### src/rtl/vga_timing_compositor_if.sv
// Pixel-side bundle between the raster compositor and the sprite widgets.
// The master drives the scan position, sync and colour pins; the slave (widgets/pins) returns hit flags and colours.
interface vga_timing_compositor_if;
  logic        layer0_yes;
  logic [11:0] layer0_rgb;
  logic        layer1_yes;
  logic [11:0] layer1_rgb;
  logic [11:0] bg_rgb;
  logic [10:0] X;
  logic [10:0] Y;
  logic        frame_tick;
  logic        hsync;
  logic        vsync;
  logic [3:0]  red;
  logic [3:0]  green;
  logic [3:0]  blue;

  modport master (
    input  layer0_yes, layer0_rgb, layer1_yes, layer1_rgb, bg_rgb,
    output X, Y, frame_tick, hsync, vsync, red, green, blue
  );

  modport slave (
    output layer0_yes, layer0_rgb, layer1_yes, layer1_rgb, bg_rgb,
    input  X, Y, frame_tick, hsync, vsync, red, green, blue
  );
endinterface

### src/rtl/vga_timing_compositor.sv
// VGA raster generator and two-layer compositor: scan counters, sync windows,
// per-frame movement tick and a registered colour/sync output stage.
module vga_timing_compositor #(
  parameter int H_VIS    = 800,
  parameter int H_FP     = 56,
  parameter int H_SYNC   = 120,
  parameter int H_BP     = 64,
  parameter int V_VIS    = 600,
  parameter int V_FP     = 37,
  parameter int V_SYNC   = 6,
  parameter int V_BP     = 23,
  parameter bit SYNC_POL = 1'b1
) (
  input  logic                     clk,
  input  logic                     reset,
  vga_timing_compositor_if.master  vga
);

  localparam int H_TOT = H_VIS + H_FP + H_SYNC + H_BP;
  localparam int V_TOT = V_VIS + V_FP + V_SYNC + V_BP;

  localparam logic [10:0] H_LAST   = 11'(H_TOT - 1);
  localparam logic [10:0] V_LAST   = 11'(V_TOT - 1);
  localparam logic [10:0] H_VIS_C  = 11'(H_VIS);
  localparam logic [10:0] V_VIS_C  = 11'(V_VIS);
  localparam logic [10:0] HS_FIRST = 11'(H_VIS + H_FP);
  localparam logic [10:0] HS_LAST  = 11'(H_VIS + H_FP + H_SYNC - 1);
  localparam logic [10:0] VS_FIRST = 11'(V_VIS + V_FP);
  localparam logic [10:0] VS_LAST  = 11'(V_VIS + V_FP + V_SYNC - 1);

  logic [10:0] hcnt_q, hcnt_d;
  logic [10:0] vcnt_q, vcnt_d;
  logic [11:0] rgb_q, rgb_d;
  logic        hsync_q, hsync_d;
  logic        vsync_q, vsync_d;
  logic        active, hs_raw, vs_raw;

  always_comb begin
    hcnt_d = hcnt_q + 11'd1;
    vcnt_d = vcnt_q;
    if (hcnt_q == H_LAST) begin
      hcnt_d = '0;
      vcnt_d = (vcnt_q == V_LAST) ? 11'd0 : vcnt_q + 11'd1;
    end
  end

  // Widget hit/colour are combinational from X,Y, so the pixel is chosen in the
  // same cycle and registered together with sync to keep them aligned.
  always_comb begin
    active = (hcnt_q < H_VIS_C) && (vcnt_q < V_VIS_C);
    hs_raw = (hcnt_q >= HS_FIRST) && (hcnt_q <= HS_LAST);
    vs_raw = (vcnt_q >= VS_FIRST) && (vcnt_q <= VS_LAST);
    rgb_d  = 12'h000;
    if (active) begin
      if (vga.layer0_yes)      rgb_d = vga.layer0_rgb;
      else if (vga.layer1_yes) rgb_d = vga.layer1_rgb;
      else                     rgb_d = vga.bg_rgb;
    end
    hsync_d = hs_raw ? SYNC_POL : !SYNC_POL;
    vsync_d = vs_raw ? SYNC_POL : !SYNC_POL;
  end

  always_ff @(posedge clk) begin
    if (reset) begin
      hcnt_q  <= '0;
      vcnt_q  <= '0;
      rgb_q   <= '0;
      hsync_q <= !SYNC_POL;
      vsync_q <= !SYNC_POL;
    end else begin
      hcnt_q  <= hcnt_d;
      vcnt_q  <= vcnt_d;
      rgb_q   <= rgb_d;
      hsync_q <= hsync_d;
      vsync_q <= vsync_d;
    end
  end

  // Tick lands at the start of vertical blank so widgets move outside the visible area.
  assign vga.frame_tick = (hcnt_q == 11'd0) && (vcnt_q == V_VIS_C);
  assign vga.X          = hcnt_q;
  assign vga.Y          = vcnt_q;
  assign vga.red        = rgb_q[11:8];
  assign vga.green      = rgb_q[7:4];
  assign vga.blue       = rgb_q[3:0];
  assign vga.hsync      = hsync_q;
  assign vga.vsync      = vsync_q;

endmodule
### src/flat_wrapper.sv
// flat-port wrapper written by rule: the top's interface ports become plain ports
module vga_timing_compositor_flat 
#(
  parameter int H_VIS    = 800,
  parameter int H_FP     = 56,
  parameter int H_SYNC   = 120,
  parameter int H_BP     = 64,
  parameter int V_VIS    = 600,
  parameter int V_FP     = 37,
  parameter int V_SYNC   = 6,
  parameter int V_BP     = 23,
  parameter bit SYNC_POL = 1'b1
)
  (clk, reset, vga_layer0_yes, vga_layer0_rgb, vga_layer1_yes, vga_layer1_rgb, vga_bg_rgb, vga_X, vga_Y, vga_frame_tick, vga_hsync, vga_vsync, vga_red, vga_green, vga_blue);
  vga_timing_compositor_if vga_i ();
  input  logic clk;
  input  logic reset;
  input wire logic [$bits(vga_i.layer0_yes)-1:0] vga_layer0_yes;
  input wire logic [$bits(vga_i.layer0_rgb)-1:0] vga_layer0_rgb;
  input wire logic [$bits(vga_i.layer1_yes)-1:0] vga_layer1_yes;
  input wire logic [$bits(vga_i.layer1_rgb)-1:0] vga_layer1_rgb;
  input wire logic [$bits(vga_i.bg_rgb)-1:0] vga_bg_rgb;
  output wire logic [$bits(vga_i.X)-1:0] vga_X;
  output wire logic [$bits(vga_i.Y)-1:0] vga_Y;
  output wire logic [$bits(vga_i.frame_tick)-1:0] vga_frame_tick;
  output wire logic [$bits(vga_i.hsync)-1:0] vga_hsync;
  output wire logic [$bits(vga_i.vsync)-1:0] vga_vsync;
  output wire logic [$bits(vga_i.red)-1:0] vga_red;
  output wire logic [$bits(vga_i.green)-1:0] vga_green;
  output wire logic [$bits(vga_i.blue)-1:0] vga_blue;
  assign vga_i.layer0_yes = vga_layer0_yes;
  assign vga_i.layer0_rgb = vga_layer0_rgb;
  assign vga_i.layer1_yes = vga_layer1_yes;
  assign vga_i.layer1_rgb = vga_layer1_rgb;
  assign vga_i.bg_rgb = vga_bg_rgb;
  assign vga_X = vga_i.X;
  assign vga_Y = vga_i.Y;
  assign vga_frame_tick = vga_i.frame_tick;
  assign vga_hsync = vga_i.hsync;
  assign vga_vsync = vga_i.vsync;
  assign vga_red = vga_i.red;
  assign vga_green = vga_i.green;
  assign vga_blue = vga_i.blue;
  vga_timing_compositor #(.H_VIS(H_VIS), .H_FP(H_FP), .H_SYNC(H_SYNC), .H_BP(H_BP), .V_VIS(V_VIS), .V_FP(V_FP), .V_SYNC(V_SYNC), .V_BP(V_BP), .SYNC_POL(SYNC_POL)) u_core (.clk(clk), .reset(reset), .vga(vga_i));
endmodule
### config.mk
export PLATFORM = sky130hd
export DESIGN_NAME = vga_timing_compositor_flat
export DESIGN_NICKNAME = d
export VERILOG_FILES = /design/src/rtl/vga_timing_compositor_if.sv /design/src/rtl/vga_timing_compositor.sv /design/src/flat_wrapper.sv
export SDC_FILE = /design/constraint.sdc
export NUM_CORES = 1
export LEC_CHECK = 0
export ABC_AREA = 1
export BUFFER_PORTS_ARGS = -buffer_cell sky130_fd_sc_hd__buf_2
export CORE_MARGIN = 8
export CORE_UTILIZATION = 30
export CTS_CLUSTER_SIZE = 25
export DETAILED_ROUTE_END_ITERATION = 16
export PLACE_DENSITY = 0.52
export REMOVE_ABC_BUFFERS = 1
export SETUP_SLACK_MARGIN = 0.05
export SLEW_MARGIN = 20
export SYNTH_ARGS = -nofsm -noshare
export SYNTH_HDL_FRONTEND = slang
export SYNTH_SLANG_ARGS = --single-unit
### constraint.sdc
create_clock -name clk -period 1.63 [get_ports clk]
set_input_delay 0.2445 -clock clk [delete_from_list [all_inputs] [get_ports clk]]
set_output_delay 0.2445 -clock clk [all_outputs]
set_load 0.01 [all_outputs]
# [Yosys cells after proc, flatten, opt, wreduce, memory -nomap -nowiden]
# Index checks and enable logic that the tools add are counted.
# Widths: inputs -> output; s select.
[word_totals] word_cells=29 output_inout_bits=37 in_bits=40 reg_bits=36
[classes] addsub=2 n_bitwise=1 mux=5 magnitude_cmp=6 n_reduce_logical=7 eq_ne=3
[op_table] operator="$mux 12" n=2
[op_table] operator="$add 11x1->11 const B" n=2
[op_table] operator="$eq 11x10->1 const B" n=2
[op_table] operator="$ge 11x10->1 const B" n=2
[op_table] operator="$le 11x10->1 const B" n=2
[op_table] operator="$lt 11x10->1 const B" n=2
[op_table] operator="$eq 11x11->1 const B" n=1
[op_table] operator="$logic_not 11->1" n=1
[op_table] operator="$mux 11" n=1
[op_table] operator="$logic_and 1x1->1" n=4
[op_table] operator="$reduce_or 2->1" n=2
[op_table] operator="$mux 1" n=2
[op_table] operator="$not 1->1" n=1

# [Depth between registers and ports, before layout]
# Gate-level depths: netlist of run 1.
[logic_depth] ltp_word=4 depth_mapped=9 ltp_nobuf=9

# [Worst setup path after synthesis of run 1]
# Ideal clock, no wire load.
[synth_timing] kind="register to output" startpoint="register u_core.vcnt_q[6] (netlist: u_core.vga.Y[6])" endpoint="output port vga_frame_tick" stages_incl_launch_ff=5 path_buffers=0 t_required_ns=1.385 path_slack_ns=0.186 arrival_time_ns=1.200 cell_sequence="dfxtp_1 > inv_1 > nor2_1 > nand4_1 > nor4_1"
[synth_via] elab_chain_len=2
[synth_lines] element="start, declared" line="vga_timing_compositor.sv:32" source="logic [10:0] vcnt_q, vcnt_d;"
[synth_lines] element="start signal, assigned" line="vga_timing_compositor.sv:72" source="vcnt_q <= vcnt_d;"
[synth_lines] element="$eq 11x10->1" line="vga_timing_compositor.sv:80" source="assign vga.frame_tick = (hcnt_q == 11'd0) && (vcnt_q == V_VIS_C);"
[synth_lines] element="$logic_and 1x1->1" line="vga_timing_compositor.sv:80"
[synth_lines] element="end, declared" line="flat_wrapper.sv:25" source="output wire logic [$bits(vga_i.frame_tick)-1:0] vga_frame_tick;"
# No other way between the ends.

# [Worst setup path in the final report of run 1]
[layout_timing] startpoint="register u_core.vcnt_q[0] (netlist: u_core.vga.Y[0])" endpoint="output port vga_frame_tick"
# Same word-level chain as after synthesis.

==> results.py, run 1 <==
metrics = {
    "hold_path": {
        "hold_class": "input pin to register",
        "hold_path_depth": 3,
    },
    "synth": {
        "synthTopCellsByArea": "dfxtp_1 (35%), nand2_1 (10%), nor2_1 (9.7%), inv_1 (7.0%), mux2i_1 (5.9%)",
        "synthCells": 297,
        "synthAdderAreaFrac_pct": 3.062,
        "syn-cell-area_sq_mm": 0.002043,
        "ys_ff_latch": 36,
        "synth_xor_area_share_pct": 1.286,
        "yosysTopAreaCell": "dfxtp_1",
        "yosysUniqueCellTypes": 28,
        "yosysWarnings": 0,
        "synth_compound_area_share_pct": 8.083,
        "synth_top_area_share_pct": 35.27,
        "synth_top_family_by_area": "simple AND/OR/NAND/NOR gates",
        "synthMuxAreaShare_pct": 5.879,
        "synth-simple-area-share_pct": 36.07,
        "ys_seq_area_share_pct": 35.27,
        "avgSynthCellArea_sq_um": 6.879,
    },
    "timing": {
        "slew_headroom_pct": 76.43,
        "setup_viol": 1,
        "tightest_slew_ns": 0.3536,
        "fin_crit_sh_pct": 104.0,
        "maxSlewViolCount": 0,
        "hold_viol_final": 0,
        "min_period_ns": 1.695,
        "worst_slack_ns": -0.06458,
        "fmax_ghz": 0.5901,
        "rsz0062_at_grt": "true",
        "finClkSkew_ns": 0.01218,
    },
    "floorplan": {
        "dieArea_sq_mm": 0.009707,
        "core_area_sq_mm": 0.006681,
        "initial_core_util_pct": 30.58,
        "die_y_um": 98.53,
        "rows": 30,
        "die_width_um": 98.53,
        "ios": 77,
    },
    "finish": {
        "postLayoutCoreUtil_pct": 42.57,
        "final_nets": 439,
        "drive_gt1_share_pct": 36.20,
        "diodes": 0,
        "area_delta_synth_final_pct": 39.19,
        "instances_no_fill": 475,
        "layout_common_cells": "buf_2 (76), nand2_1 (56), nor2_1 (48)",
        "layout.area.seq_sq_um": 735.7,
        "multi_input_area_sq_mm": 0.001185,
        "fill_cells": 696,
        "layout_commonest_cell": "buf_2",
    },
    "setup_path": {
        "cp.required_ns": 1.39,
        "worstPathMaxFanout": 4,
        "critPathLaunchType": "register",
        "crit_chain": "inv_4, ha_4, nand4_1, nor4_2, buf_2",
        "ff2ff_path_depth": 8,
        "cp-end-kind": "output port",
        "worstSetupPathDepth": 5,
        "slowest_stage": "dfxtp_4",
        "path_buf_inv": 2,
        "critical_path_class": "register to output port",
        "critPathTopFamily": "simple AND/OR/NAND/NOR gates",
        "cp.arrival_ns": 1.45,
        "cpPeakStageDelay_ns": 0.37,
    },
    "routing": {
        "via_per_inst": 4.613,
        "vias": 2191,
        "drt_pre_antenna_iters": 4,
        "drc": 0,
        "initialDrtViolationCount": 80,
        "antenna_left": 0,
        "wirelength_um": 6011,
        "wl_per_cell_um": 12.65,
    },
    "placed_design": {
        "dp.cells": 462,
        "hpwl_um": 4697,
        "io_buffers": 76,
        "place_congestion": 0.8211,
    },
    "global_route": {
        "grt_usage_pct": 12.65,
        "grt_max_degree": 25,
        "grt_pass1_vias": 2247,
        "overflow": 0,
        "antenna_found_initial": 0,
        "grt_pass1_wl_um": 10260,
    },
    "clock_network": {
        "htreeDepth": 2,
        "clk_pin_slew_ns": 0.08,
        "cts_root_buffer": "clkbuf_8",
        "clk_path_buf_depth": 2,
        "cts_sinks": 36,
        "cts_buffers": 5,
        "holdBufCountCts": 0,
        "cts_tree": "done",
        "clk_latency_ns": 0.29,
    },
    "pwr": {
        "peakVddDrop_mv": 0.3977,
        "leakagePower_nw": 1.446,
        "p_per_area_mw_per_mm2": 672.5,
    },
    "job": {
        "drv_cap": 0,
    },
    "outcome": {
        "status": "finished with violations",
        "violations": "setup timing",
    },
}
kinds of logic after synthesis:
group           count (synthesis)
simple gates                  158
buf+inv                        51
flops                          36
compound gates                 32
mux                            12
fa+ha+maj                       5
xor+xnor                        3
state kept, by name, indices dropped and copies added, names as in the netlist:
register	count
u_core.rgb_q	12
u_core.vga.X	11
u_core.vga.Y	11
u_core.vga.hsync	1
u_core.vga.vsync	1
final timing paths:
path	start	end	slack [ns]
max	u_core.vga.Y[0]$_SDFFE_PP0N_	vga_frame_tick	-0.06
min	vga_layer0_rgb[7]	u_core.rgb_q[7]$_SDFF_PP0_	0.20
max reg2reg	u_core.vga.X[1]$_SDFF_PP0_	u_core.vga.Y[7]$_SDFFE_PP0N_	0.19
min reg2reg	u_core.vga.X[0]$_SDFF_PP0_	u_core.vga.X[0]$_SDFF_PP0_	0.49
worst reg2reg max path: stages, from the launching register on:
cell	delay [ns]
dfxtp_1	0.41
ha_4	0.18
nand3_4	0.13
nor2_8	0.14
nand2_2	0.09
nand2_1	0.12
nand2_1	0.12
inv_2	0.11
nor2_1	0.05
per-stage QoR:
stage / hold WS (ns) / power [mW] / setup TNS (ns) / instance area (sq um) / setup WS [ns]
after detailed placement: 0.4668 / 1.140 / 0 / 2601 / 0.09137
after global routing: 0.2007 / 2.014 / -0.1414 / 2844 / -0.1414
after floorplan: 0.3160 / 1.030 / -0.4963 / 1993 / -0.08888
final: 0.1954 / 1.912 / -0.06458 / 2844 / -0.06458
after global placement: 0.4580 / 1.140 / 0 / 2601 / 0.1159
after CTS: 0.1898 / 1.948 / -0.07012 / 2753 / -0.07012
timing repair:
item                                   4_1_cts  5_1_grt
gates cloned                                 0        0
setup endpoints to repair                    1        8
resized for setup                           11       20
setup buffers                                1        4
endpoints found under the hold margin        0        0
pin swaps                                    4        3
power breakdown:
part / switching [mW] / internal, mW
registers: 0.0147 / 0.903
clock network: 0.342 / 0.453
logic: 0.103 / 0.0964
metal layers:
| layer | track usage (%) | vias up | routed length [um] |
|---|---|---|---|
| li1 | - | 1150 | - |
| met1 | 14.69 | 962 | 2692 |
| met2 | 20.57 | 74 | 2770 |
| met3 | 5.497 | 5 | 502 |
| met4 | 3.660 | 0 | 46 |
| met5 | 0 | - | 0 |
layout make-up:
class | instances | share of cell area (%)
flip-flops and latches | 36 | 25.87
well taps | 80 | 3.520
clock buffers | 5 | 2.420
repair buffers | 98 | 19.18
multi-input cells | 210 | 41.66
inverters | 43 | 5.851
clock inverters | 3 | 1.496
synthesized netlist by cell type:
cell,count
xor2_1,3
nor2_8,1
inv_2,5
nand3_1,19
nor3_2,3
clkbuf_1,2
or2_2,1
nand3_4,1
inv_1,38
o21ai_1,3
and3_1,1
nor3b_2,1
nor2_1,53
buf_2,4
mux2i_1,12
nor3_1,3
buf_6,2
nand3_2,2
nand3b_1,1
nand2_1,57
nand2_2,2
ha_1,5
o211ai_1,2
dfxtp_1,36
nand4_1,12
a21oi_1,13
nor4_1,1
o21ai_0,14
Note: power is estimated with default switching activity, not from simulation.
==> run 2, diff against run 1 <==
==> constraint.sdc (replaced) <==
create_clock -name clk -period 2.15 [get_ports clk]
set_input_delay 0.3225 -clock clk [delete_from_list [all_inputs] [get_ports clk]]
set_output_delay 0.3225 -clock clk [all_outputs]
set_load 0.01 [all_outputs]
==> run 2 against run 1 <==
The run now ends clean. Count of clock-buffer cells in the layout increased by 3. Setup slack improved by 0.37 ns. Total power decreased by 30%. Non-clock buffer count decreased by 18. Critical path depth unchanged. Sequential cell count unchanged. Global-route usage decreased by 0.55 points. Final area decreased by 8.6%. Die area unchanged. Clock skew decreased by 0.0069 ns. Routed wire length decreased by 4.4%. Sequential share of layout area increased by 1.9 points. Highest routed layer unchanged.
==> results.py, run 2 (synthesized netlist as in run 1, its figures left out) <==
metrics = {
    "outcome": {
        "status": "completed",
    },
    "finish": {
        "final_nets": 421,
        "postLayoutCellArea_sq_mm": 0.002599,
        "area_delta_synth_final_pct": 27.19,
        "diodes": 0,
        "instances_no_fill": 457,
        "postLayoutCoreUtil_pct": 38.90,
        "drive_gt1_share_pct": 27.32,
        "fill_cells": 748,
        "multi_input_area_sq_mm": 0.001116,
        "layout.area.seq_sq_um": 720.7,
        "largest_reg_flops": 12,
        "layout_commonest_cell": "buf_2",
        "layout_common_cells": "buf_2 (76), nand2_1 (57), nor2_1 (53)",
        "largest_register": "u_core.rgb_q",
    },
    "placed_design": {
        "place_area_sq_mm": 0.002504,
        "io_buffers": 76,
        "dp.cells": 449,
        "place_congestion": 0.8350,
        "hpwl_um": 4637,
        "place_ws_ns": 0.5033,
    },
    "routing": {
        "drt_pre_antenna_iters": 4,
        "drc": 0,
        "via_per_inst": 4.619,
        "antenna_left": 0,
        "vias": 2111,
        "wl_per_cell_um": 12.58,
        "wirelength_um": 5749,
        "initialDrtViolationCount": 118,
    },
    "setup_path": {
        "worstPathMaxFanout": 6,
        "cp.required_ns": 1.83,
        "ff2ff_path_depth": 8,
        "critPathLaunchType": "register",
        "critical_path_class": "register to output port",
        "cp.arrival_ns": 1.52,
        "cp-end-kind": "output port",
    },
    "global_route": {
        "grt_pass1_vias": 2117,
        "overflow": 0,
        "grt_usage_pct": 12.10,
        "grt_max_degree": 25,
        "antenna_found_initial": 0,
        "grt_pass1_wl_um": 9646,
    },
    "timing": {
        "setup_viol": 0,
        "worst_slack_ns": 0.3045,
        "maxSlewViolCount": 0,
        "fmax_ghz": 0.5419,
        "tightest_slew_ns": 0.3736,
        "holdWs_ns": 0.2879,
        "hold_viol_final": 0,
        "finClkSkew_ns": 0.005261,
        "setup_tns_ns": 0,
        "slew_headroom_pct": 74.96,
        "rsz0062_at_grt": "false",
        "fin_crit_sh_pct": 85.84,
        "min_period_ns": 1.846,
    },
    "clock_network": {
        "clk_path_buf_depth": 2,
        "holdBufCountCts": 0,
        "cts_root_buffer": "clkbuf_8",
        "cts_sinks": 36,
        "cts_tree": "done",
        "cts_buffers": 5,
        "post_cts_buffers": 0,
        "clk_latency_ns": 0.28,
        "cts-resized-gates": 0,
        "htreeDepth": 2,
        "clk_pin_slew_ns": 0.07,
    },
    "job": {
        "drv_cap": 0,
    },
    "hold_path": {
        "hold_class": "input pin to register",
        "hold_path_depth": 3,
    },
    "floorplan": {
        "die_width_um": 98.53,
        "die_y_um": 98.53,
        "core_area_sq_mm": 0.006681,
        "ios": 77,
        "initial_core_util_pct": 30.58,
        "rows": 30,
        "dieArea_sq_mm": 0.009707,
    },
    "pwr": {
        "peakVddDrop_mv": 0.2324,
        "leakagePower_nw": 1.320,
        "p_per_area_mw_per_mm2": 517.8,
        "power_mw": 1.346,
    },
}
run 2: changes by cell type in the layout (fill, tap and decap cells not counted), sizes merged:
cell	previous run	this run
buf	98	80
bufinv	1	0
clkbuf	5	8
clkinv	1	0
clkinvlp	1	0
run 2: area by class of cell:
class,count,share of cell area (%)
multi-input combinational,210,42.95
sequential,36,27.73
clock buffer,8,3.467
inverter,43,6.211
timing repair buffer,80,15.79
tap,80,3.852
run 2: worst paths after layout:
check | from | slack, ns | endpoint
min | vga_layer0_rgb[0] | 0.29 | u_core.rgb_q[0]$_SDFF_PP0_
max reg2reg | u_core.vga.X[0]$_SDFF_PP0_ | 0.50 | u_core.vga.Y[7]$_SDFFE_PP0N_
max | u_core.vga.Y[0]$_SDFFE_PP0N_ | 0.30 | vga_frame_tick
min reg2reg | u_core.vga.X[0]$_SDFF_PP0_ | 0.48 | u_core.vga.X[0]$_SDFF_PP0_
run 2: report_power, final:
part	total (mW)	switching, mW	leakage [nW]	internal (mW)
combinational	0.150	0.0790	0.981	0.0709
clock	0.500	0.238	0.0455	0.262
sequential	0.696	0.00905	0.294	0.687
run 2: metal layers:
layer | vias to the layer above | routed length, um | global-route usage [%]
met5 | - | 0 | 0
met4 | 0 | 48 | 3.188
met3 | 4 | 510 | 5.990
met2 | 58 | 2570 | 19.52
met1 | 935 | 2619 | 13.86
li1 | 1114 | - | -
run 2: critical path, stage by stage (launching register included):
cell	delay, ns
dfxtp_1	0.37
inv_1	0.14
ha_1	0.16
nand4_1	0.09
nor4_1	0.29
buf_2	0.19
